$ cat src/rtl/training_sequencer.sv
// training_sequencer
// Holds up to DEPTH labelled training samples written from the pins, then
// drives a perceptron core through repeated training epochs. For each sample
// it pulses go together with feature word 0, streams the other words on
// in_val, waits for p_done, and answers with an update pulse and a correct
// flag. A run ends after the first error-free epoch, after MAX_EPOCHS epochs,
// or when the core fails to answer within TIMEOUT cycles.
//
// Ports
//   clk, reset_l           : clock, synchronous active-low reset
//   ld_wr/ld_data/ld_label : sample load, one 6-bit word per ld_wr (IDLE only)
//   ld_clear               : empty the sample store (IDLE only, beats ld_wr)
//   start                  : begin a training run (IDLE only)
//   p_done/p_class         : core result, only looked at while waiting
//   go/in_val              : sample start strobe and feature bus to the core
//   update/correct         : per-sample weight-update strobe and its flag
//   busy/full/fin          : status; fin is a one-cycle end-of-run strobe
//   converged/timeout_err  : outcome of the last run, held until next start
//   epoch_cnt              : epochs completed in the current/last run
//   dbg_state              : current FSM state (IDLE encodes as 0)
//
// Handshake: there is no backpressure anywhere. go, update and fin are
// single-cycle strobes the receiver must take in the cycle they are high;
// in_val carries feature k exactly k cycles after go; correct is meaningful
// only while update is high; p_done is a single-cycle strobe that is honoured
// only in the wait state and ignored at any other time.
module training_sequencer #(
    parameter int NUM_FEAT   = 4,
    parameter int DEPTH      = 8,
    parameter int MAX_EPOCHS = 15,
    parameter int TIMEOUT    = 255
) (
    input  logic       clk,
    input  logic       reset_l,
    input  logic       ld_wr,
    input  logic [5:0] ld_data,
    input  logic       ld_label,
    input  logic       ld_clear,
    input  logic       start,
    input  logic       p_done,
    input  logic       p_class,
    output logic       go,
    output logic [5:0] in_val,
    output logic       update,
    output logic       correct,
    output logic       busy,
    output logic       full,
    output logic       fin,
    output logic       converged,
    output logic       timeout_err,
    output logic [3:0] epoch_cnt,
    output logic [2:0] dbg_state
);
    localparam int SW = $clog2(DEPTH);
    localparam int WW = $clog2(NUM_FEAT);
    localparam int CW = SW + 1;
    localparam int TW = $clog2(TIMEOUT + 1);

    typedef enum logic [2:0] {
        S_IDLE  = 3'd0,
        S_GO    = 3'd1,
        S_FEED  = 3'd2,
        S_WAIT  = 3'd3,
        S_UPD   = 3'd4,
        S_EPOCH = 3'd5,
        S_FIN   = 3'd6
    } state_t;

    state_t        state_q, state_d;
    logic [CW-1:0] count_q, count_d;
    logic [WW-1:0] wr_word_q, wr_word_d;
    logic [SW-1:0] sample_q, sample_d;
    logic [WW-1:0] feat_q, feat_d;
    logic [TW-1:0] wait_cnt_q, wait_cnt_d;
    logic [3:0]    errors_q, errors_d;
    logic [3:0]    epoch_q, epoch_d;
    logic          correct_q, correct_d;
    logic          converged_q, converged_d;
    logic          timeout_q, timeout_d;

    // Sample store: write-enabled arrays, contents are not reset.
    logic [5:0]       feat_mem [DEPTH][NUM_FEAT];
    logic [DEPTH-1:0] lbl_mem;

    logic          store_full, wr_en, wr_last, last_sample;
    logic [3:0]    epoch_next;
    logic [WW-1:0] rd_word;

    assign store_full  = (count_q == CW'(DEPTH));
    assign wr_en       = (state_q == S_IDLE) && ld_wr && !ld_clear && !store_full;
    assign wr_last     = (wr_word_q == WW'(NUM_FEAT - 1));
    assign last_sample = ((CW'(sample_q) + CW'(1)) == count_q);
    assign epoch_next  = epoch_q + 4'd1;

    // Write pointer: the sample index is the sample count itself, so a
    // partially written sample never shows up in the count.
    always_comb begin
        count_d   = count_q;
        wr_word_d = wr_word_q;
        if ((state_q == S_IDLE) && ld_clear) begin
            count_d   = '0;
            wr_word_d = '0;
        end else if (wr_en) begin
            if (wr_last) begin
                wr_word_d = '0;
                count_d   = count_q + CW'(1);
            end else begin
                wr_word_d = wr_word_q + WW'(1);
            end
        end
    end

    always_ff @(posedge clk) begin
        if (wr_en) begin
            feat_mem[count_q[SW-1:0]][wr_word_q] <= ld_data;
            if (wr_last) begin
                lbl_mem[count_q[SW-1:0]] <= ld_label;
            end
        end
    end

    // State and datapath registers.
    always_ff @(posedge clk) begin
        if (!reset_l) begin
            state_q     <= S_IDLE;
            count_q     <= '0;
            wr_word_q   <= '0;
            sample_q    <= '0;
            feat_q      <= '0;
            wait_cnt_q  <= '0;
            errors_q    <= '0;
            epoch_q     <= '0;
            correct_q   <= 1'b0;
            converged_q <= 1'b0;
            timeout_q   <= 1'b0;
        end else begin
            state_q     <= state_d;
            count_q     <= count_d;
            wr_word_q   <= wr_word_d;
            sample_q    <= sample_d;
            feat_q      <= feat_d;
            wait_cnt_q  <= wait_cnt_d;
            errors_q    <= errors_d;
            epoch_q     <= epoch_d;
            correct_q   <= correct_d;
            converged_q <= converged_d;
            timeout_q   <= timeout_d;
        end
    end

    // Next-state and run bookkeeping.
    always_comb begin
        state_d     = state_q;
        sample_d    = sample_q;
        feat_d      = feat_q;
        wait_cnt_d  = wait_cnt_q;
        errors_d    = errors_q;
        epoch_d     = epoch_q;
        correct_d   = correct_q;
        converged_d = converged_q;
        timeout_d   = timeout_q;
        case (state_q)
            S_IDLE: begin
                if (start) begin
                    sample_d    = '0;
                    errors_d    = '0;
                    epoch_d     = '0;
                    converged_d = 1'b0;
                    timeout_d   = 1'b0;
                    state_d     = (count_q != '0) ? S_GO : S_FIN;
                end
            end
            S_GO: begin
                feat_d  = WW'(1);
                state_d = S_FEED;
            end
            S_FEED: begin
                if (feat_q == WW'(NUM_FEAT - 1)) begin
                    wait_cnt_d = '0;
                    state_d    = S_WAIT;
                end else begin
                    feat_d = feat_q + WW'(1);
                end
            end
            S_WAIT: begin
                // A response in the last allowed cycle still counts.
                if (p_done) begin
                    correct_d = (p_class == lbl_mem[sample_q]);
                    if ((p_class != lbl_mem[sample_q]) && (errors_q != 4'hF)) begin
                        errors_d = errors_q + 4'd1;
                    end
                    state_d = S_UPD;
                end else if (wait_cnt_q == TW'(TIMEOUT)) begin
                    timeout_d = 1'b1;
                    state_d   = S_FIN;
                end else begin
                    wait_cnt_d = wait_cnt_q + TW'(1);
                end
            end
            S_UPD: begin
                if (last_sample) begin
                    state_d = S_EPOCH;
                end else begin
                    sample_d = sample_q + SW'(1);
                    state_d  = S_GO;
                end
            end
            S_EPOCH: begin
                epoch_d = epoch_next;
                if (errors_q == '0) begin
                    converged_d = 1'b1;
                    state_d     = S_FIN;
                end else if (epoch_next == 4'(MAX_EPOCHS)) begin
                    state_d = S_FIN;
                end else begin
                    errors_d = '0;
                    sample_d = '0;
                    state_d  = S_GO;
                end
            end
            S_FIN: begin
                state_d = S_IDLE;
            end
            default: begin
                state_d = S_IDLE;
            end
        endcase
    end

    // Outputs are decoded from the registered state only.
    always_comb begin
        rd_word     = (state_q == S_GO) ? '0 : feat_q;
        go          = (state_q == S_GO);
        in_val      = ((state_q == S_GO) || (state_q == S_FEED)) ? feat_mem[sample_q][rd_word] : 6'd0;
        update      = (state_q == S_UPD);
        correct     = (state_q == S_UPD) && correct_q;
        busy        = (state_q != S_IDLE);
        full        = store_full;
        fin         = (state_q == S_FIN);
        converged   = converged_q;
        timeout_err = timeout_q;
        epoch_cnt   = epoch_q;
        dbg_state   = state_q;
    end

endmodule

$ cat config.mk
export PLATFORM = sky130hd
export DESIGN_NAME = training_sequencer
export DESIGN_NICKNAME = d
export VERILOG_FILES = /design/src/rtl/training_sequencer.sv
export SDC_FILE = /design/constraint.sdc
export NUM_CORES = 1
export LEC_CHECK = 0
export CORE_UTILIZATION = 55
export DETAILED_ROUTE_END_ITERATION = 8
export PLACE_DENSITY = 0.76
export SKIP_LAST_GASP = 1
export SYNTH_ARGS = -nofsm -noshare
export SYNTH_HDL_FRONTEND = slang
export SYNTH_SLANG_ARGS = --single-unit
$ cat constraint.sdc
create_clock -name clk -period 2.3 [get_ports clk]
set_clock_uncertainty 0.05 [all_clocks]
set_input_delay 0.575 -clock clk [delete_from_list [all_inputs] [get_ports clk]]
set_output_delay 0.575 -clock clk [all_outputs]
set_load 0.01 [all_outputs]
==> flow_summary.json <==
{
  "p_seq_share_pct": 42.9,
  "violations": "setup timing",
  "grt_max_degree": 33,
  "netlist_area_um2": 9968,
  "vias": 5959,
  "num_rows": 48,
  "relSlewSlack_pct": 62.81,
  "place_area_um2": 11250,
  "power_density_nw_per_um2": 913.2,
  "clkPwrFrac_pct": 34.7,
  "p_leak_nw": 4.065,
  "drt-initial-drc-count": 366,
  "synth.distinct_cells": 55,
  "core_area_um2": 17480,
  "drt_wl_total_um": 22280,
  "end_kind": "output pin",
  "holdWs_ns": 0.4673,
  "layout_min_cycle_time_ns": 3.126,
  "firstDrtPassIters": 5,
  "internal-power_mw": 8.143,
  "finalCoreUtilization_pct": 69.89,
  "path_max_fanout": 6,
  "synthArstFlopShare_pct": 0,
  "start_util_pct": 57.04,
  "num_io_pins": 35,
  "dieWidth_um": 136.6,
  "finalNetCount": 757,
  "syn_to_final_growth_pct": 22.53,
  "final_area_um2": 12210,
  "antenna_found_initial": 0,
  "remaining_drc_errors": 0,
  "cts_tree": "built",
  "power_switching_mw": 3.012,
  "synth_area_leader_cell": "edfxtp_1",
  "maxCapViolations": 0,
  "path_class": "reg2out",
  "layout_setup_ws_ns": -0.8264,
  "gp_congestion": 0.8211,
  "yosysTopAreaCellShare_pct": 60.25,
  "portBuffers": 34,
  "dpl.cell_count": 922,
  "worstPathArrival_ns": 2.50,
  "synth_warnings": 0,
  "synthFlopType": "edfxtp_1",
  "max_freq_ghz": 0.3199,
  "ant_nets": 0,
  "ys_top_cells_by_area": "edfxtp_1 60%, mux4_2 11%, dfxtp_1 7.2%",
  "cts_max_path_buffers": 3,
  "synth-seq-area-share_pct": 67.48,
  "p_comb_share_pct": 22.4,
  "path_clk_slew_ns": 0.06,
  "gr-total-overflow": 0,
  "p_sw_share_pct": 27.00,
  "clk-insertion-delay-late_ns": 0.52,
  "clock-sinks": 236,
  "finalNonFillerCells": 971,
  "critPathRequiredTime_ns": 1.67,
  "period_share_pct": 135.9,
  "synth_nets": 661,
  "grt_pass1_vias": 6159,
  "avgRoutedWirePerCell_um": 22.94,
  "ys_seq_elements": 236,
  "slew_viol_final": 0,
  "die_h_um": 136.6,
  "finalSetupViolCount": 6,
  "netlist_instances": 634,
  "rsz0062_at_grt": "yes",
  "setup_tns_ns": -4.738,
  "root_buffer": "clkbuf_16",
  "setup.worst_path.start_class": "flip-flop",
  "hold_path.class": "reg2reg",
  "grt_pass1_wl_um": 34480,
  "synth.avg_cell_area_um2": 15.72,
  "track_usage_pct": 25.29,
  "drive_above_1_share_pct": 30.03,
  "htreeDepth": 1,
  "fp.dieArea_um2": 18670,
  "ir_worst_vdd_uv": 766.3,
  "status": "finished with violations",
  "synth_edf_count": 200,
  "hold_viol": 0,
  "dp_hpwl_um": 14490,
  "worstMarginPinSlew_ns": 0.5562,
  "n_antenna_cell": 0,
  "cts_made_buffers": 24,
  "drt-vias-per-instance": 6.137
}
## layout make-up
type                            count  area (µm²)
Timing Repair Buffer              100        1011
Sequential cell                   236        6745
Clock inverter                     15       171.4
Clock buffer                       27       611.8
Fill cell                        1070        5263
Tap cell                          225       281.5
Multi-Input combinational cell    353        3332
Inverter                           15       61.31
## logic make-up (layout without fill, tap and decap cells)
family | after synthesis | after routing | synth area share (%)
flops | 236 | 236 | 67.48
xor+xnor | 14 | 14 | 1.230
fa+ha+maj | 13 | 13 | 1.632
mux | 78 | 78 | 13.87
compound gates | 71 | 71 | 4.682
simple gates | 177 | 177 | 8.887
buf+inv | 45 | 157 | 2.222
## cells in the final DEF (no fill, tap or decap), types with 4 or more instances in the layout
master | Yosys | layout
a211oi_1 | 10 | 6
a211oi_2 | 0 | 4
a21oi_1 | 20 | 19
a22oi_1 | 8 | 6
and2_1 | 5 | 5
and3_1 | 4 | 4
buf_12 | 0 | 12
buf_2 | 9 | 7
buf_4 | 5 | 47
buf_6 | 3 | 4
clkbuf_16 | 0 | 25
clkdlybuf4s50_1 | 0 | 21
clkinv_1 | 0 | 4
dfxtp_1 | 36 | 29
dfxtp_4 | 0 | 4
edfxtp_1 | 200 | 200
ha_1 | 13 | 11
inv_1 | 14 | 12
mux2i_1 | 29 | 27
mux4_2 | 48 | 48
nand2_1 | 31 | 28
nand2_4 | 1 | 4
nand3_1 | 20 | 20
nand4_1 | 4 | 4
nor2_1 | 65 | 33
nor2_2 | 0 | 6
nor2_4 | 1 | 27
nor2b_1 | 14 | 13
nor3_1 | 9 | 8
o21ai_0 | 11 | 11
or3_1 | 6 | 6
xnor2_1 | 6 | 6
xor2_1 | 8 | 8
## metal layers
metal | vias up | global-route usage, % | wire length, µm
li1 | 2653 | - | -
met1 | 3020 | 33.34 | 8967
met2 | 230 | 42.36 | 11130
met3 | 56 | 4.148 | 1438
met4 | 0 | 9.568 | 744
met5 | - | 0 | 0
## metrics by stage
stage	total power, mW	setup slack, ns
2_1_floorplan	6.269	-0.09175
3_3_place_gp	7.090	-0.6520
3_5_place_dp	7.175	-0.6811
4_1_cts	11.07	-0.8307
5_1_grt	11.53	-0.8964
6_report	11.15	-0.8264
## worst paths after layout
kind / slack, ns / end / depth (start not counted) / startpoint
max: -0.83 / in_val[2] / 8 / flip-flop
min reg2reg: 0.47 / wait_cnt_q[7] / 2 / wait_cnt_q[7]
max reg2reg: 0.08 / feat_mem[6][11] / 8 / count_q[1]
min: 0.47 / wait_cnt_q[7] / 2 / wait_cnt_q[7]
## power by group through the flow
| stage | combinational [mW] | sequential, mW | clock (mW) |
|---|---|---|---|
| floorplan | 1.40 | 4.87 | 0 |
| global placement | 2.24 | 4.85 | 0 |
| detailed placement | 2.32 | 4.86 | 0 |
| CTS | 2.40 | 4.77 | 3.91 |
| global route | 2.67 | 4.80 | 4.06 |
| finish | 2.50 | 4.79 | 3.87 |
## worst max-delay path, stage by stage (launching register included)
cell	delay (ns)
dfxtp_4	0.44
buf_6	0.13
buf_6	0.10
mux4_2	0.49
mux2i_1	0.20
a21oi_1	0.11
a22oi_2	0.25
nor2_1	0.10
buf_2	0.15
## state kept, by name, indices dropped and copies added, names as in the netlist, 2 cells and up, named ones only
signal / count
epoch_cnt: 4
wr_word_q: 2
dbg_state: 3
feat_mem: 192
feat_q: 2
wait_cnt_q: 8
count_q: 4
errors_q: 4
sample_q: 3
lbl_mem: 8
## cells in the mapped netlist, types with 4 or more instances
cell / count
inv_1: 14
nor3_1: 9
nand2_1: 31
and2_1: 5
xnor2_1: 6
o21ai_0: 11
mux4_2: 48
a211oi_1: 10
xor2_1: 8
mux2i_1: 29
ha_1: 13
and3_1: 4
buf_2: 9
nor2_1: 65
nand4_1: 4
nor2b_1: 14
clkbuf_1: 13
a22oi_1: 8
nand2b_1: 4
buf_4: 5
or3_1: 6
nand3_1: 20
edfxtp_1: 200
a21oi_1: 20
dfxtp_1: 36
## repair_timing
item | in CTS | in global routing
gates resized for setup | 53 | 17
gates cloned | 1 | 1
buffers inserted | 1 | 4
hold buffers | 0 | 0
pin swaps | 10 | 6
endpoints found under the setup margin | 13 | 18
(Power assumes the default switching activity.)
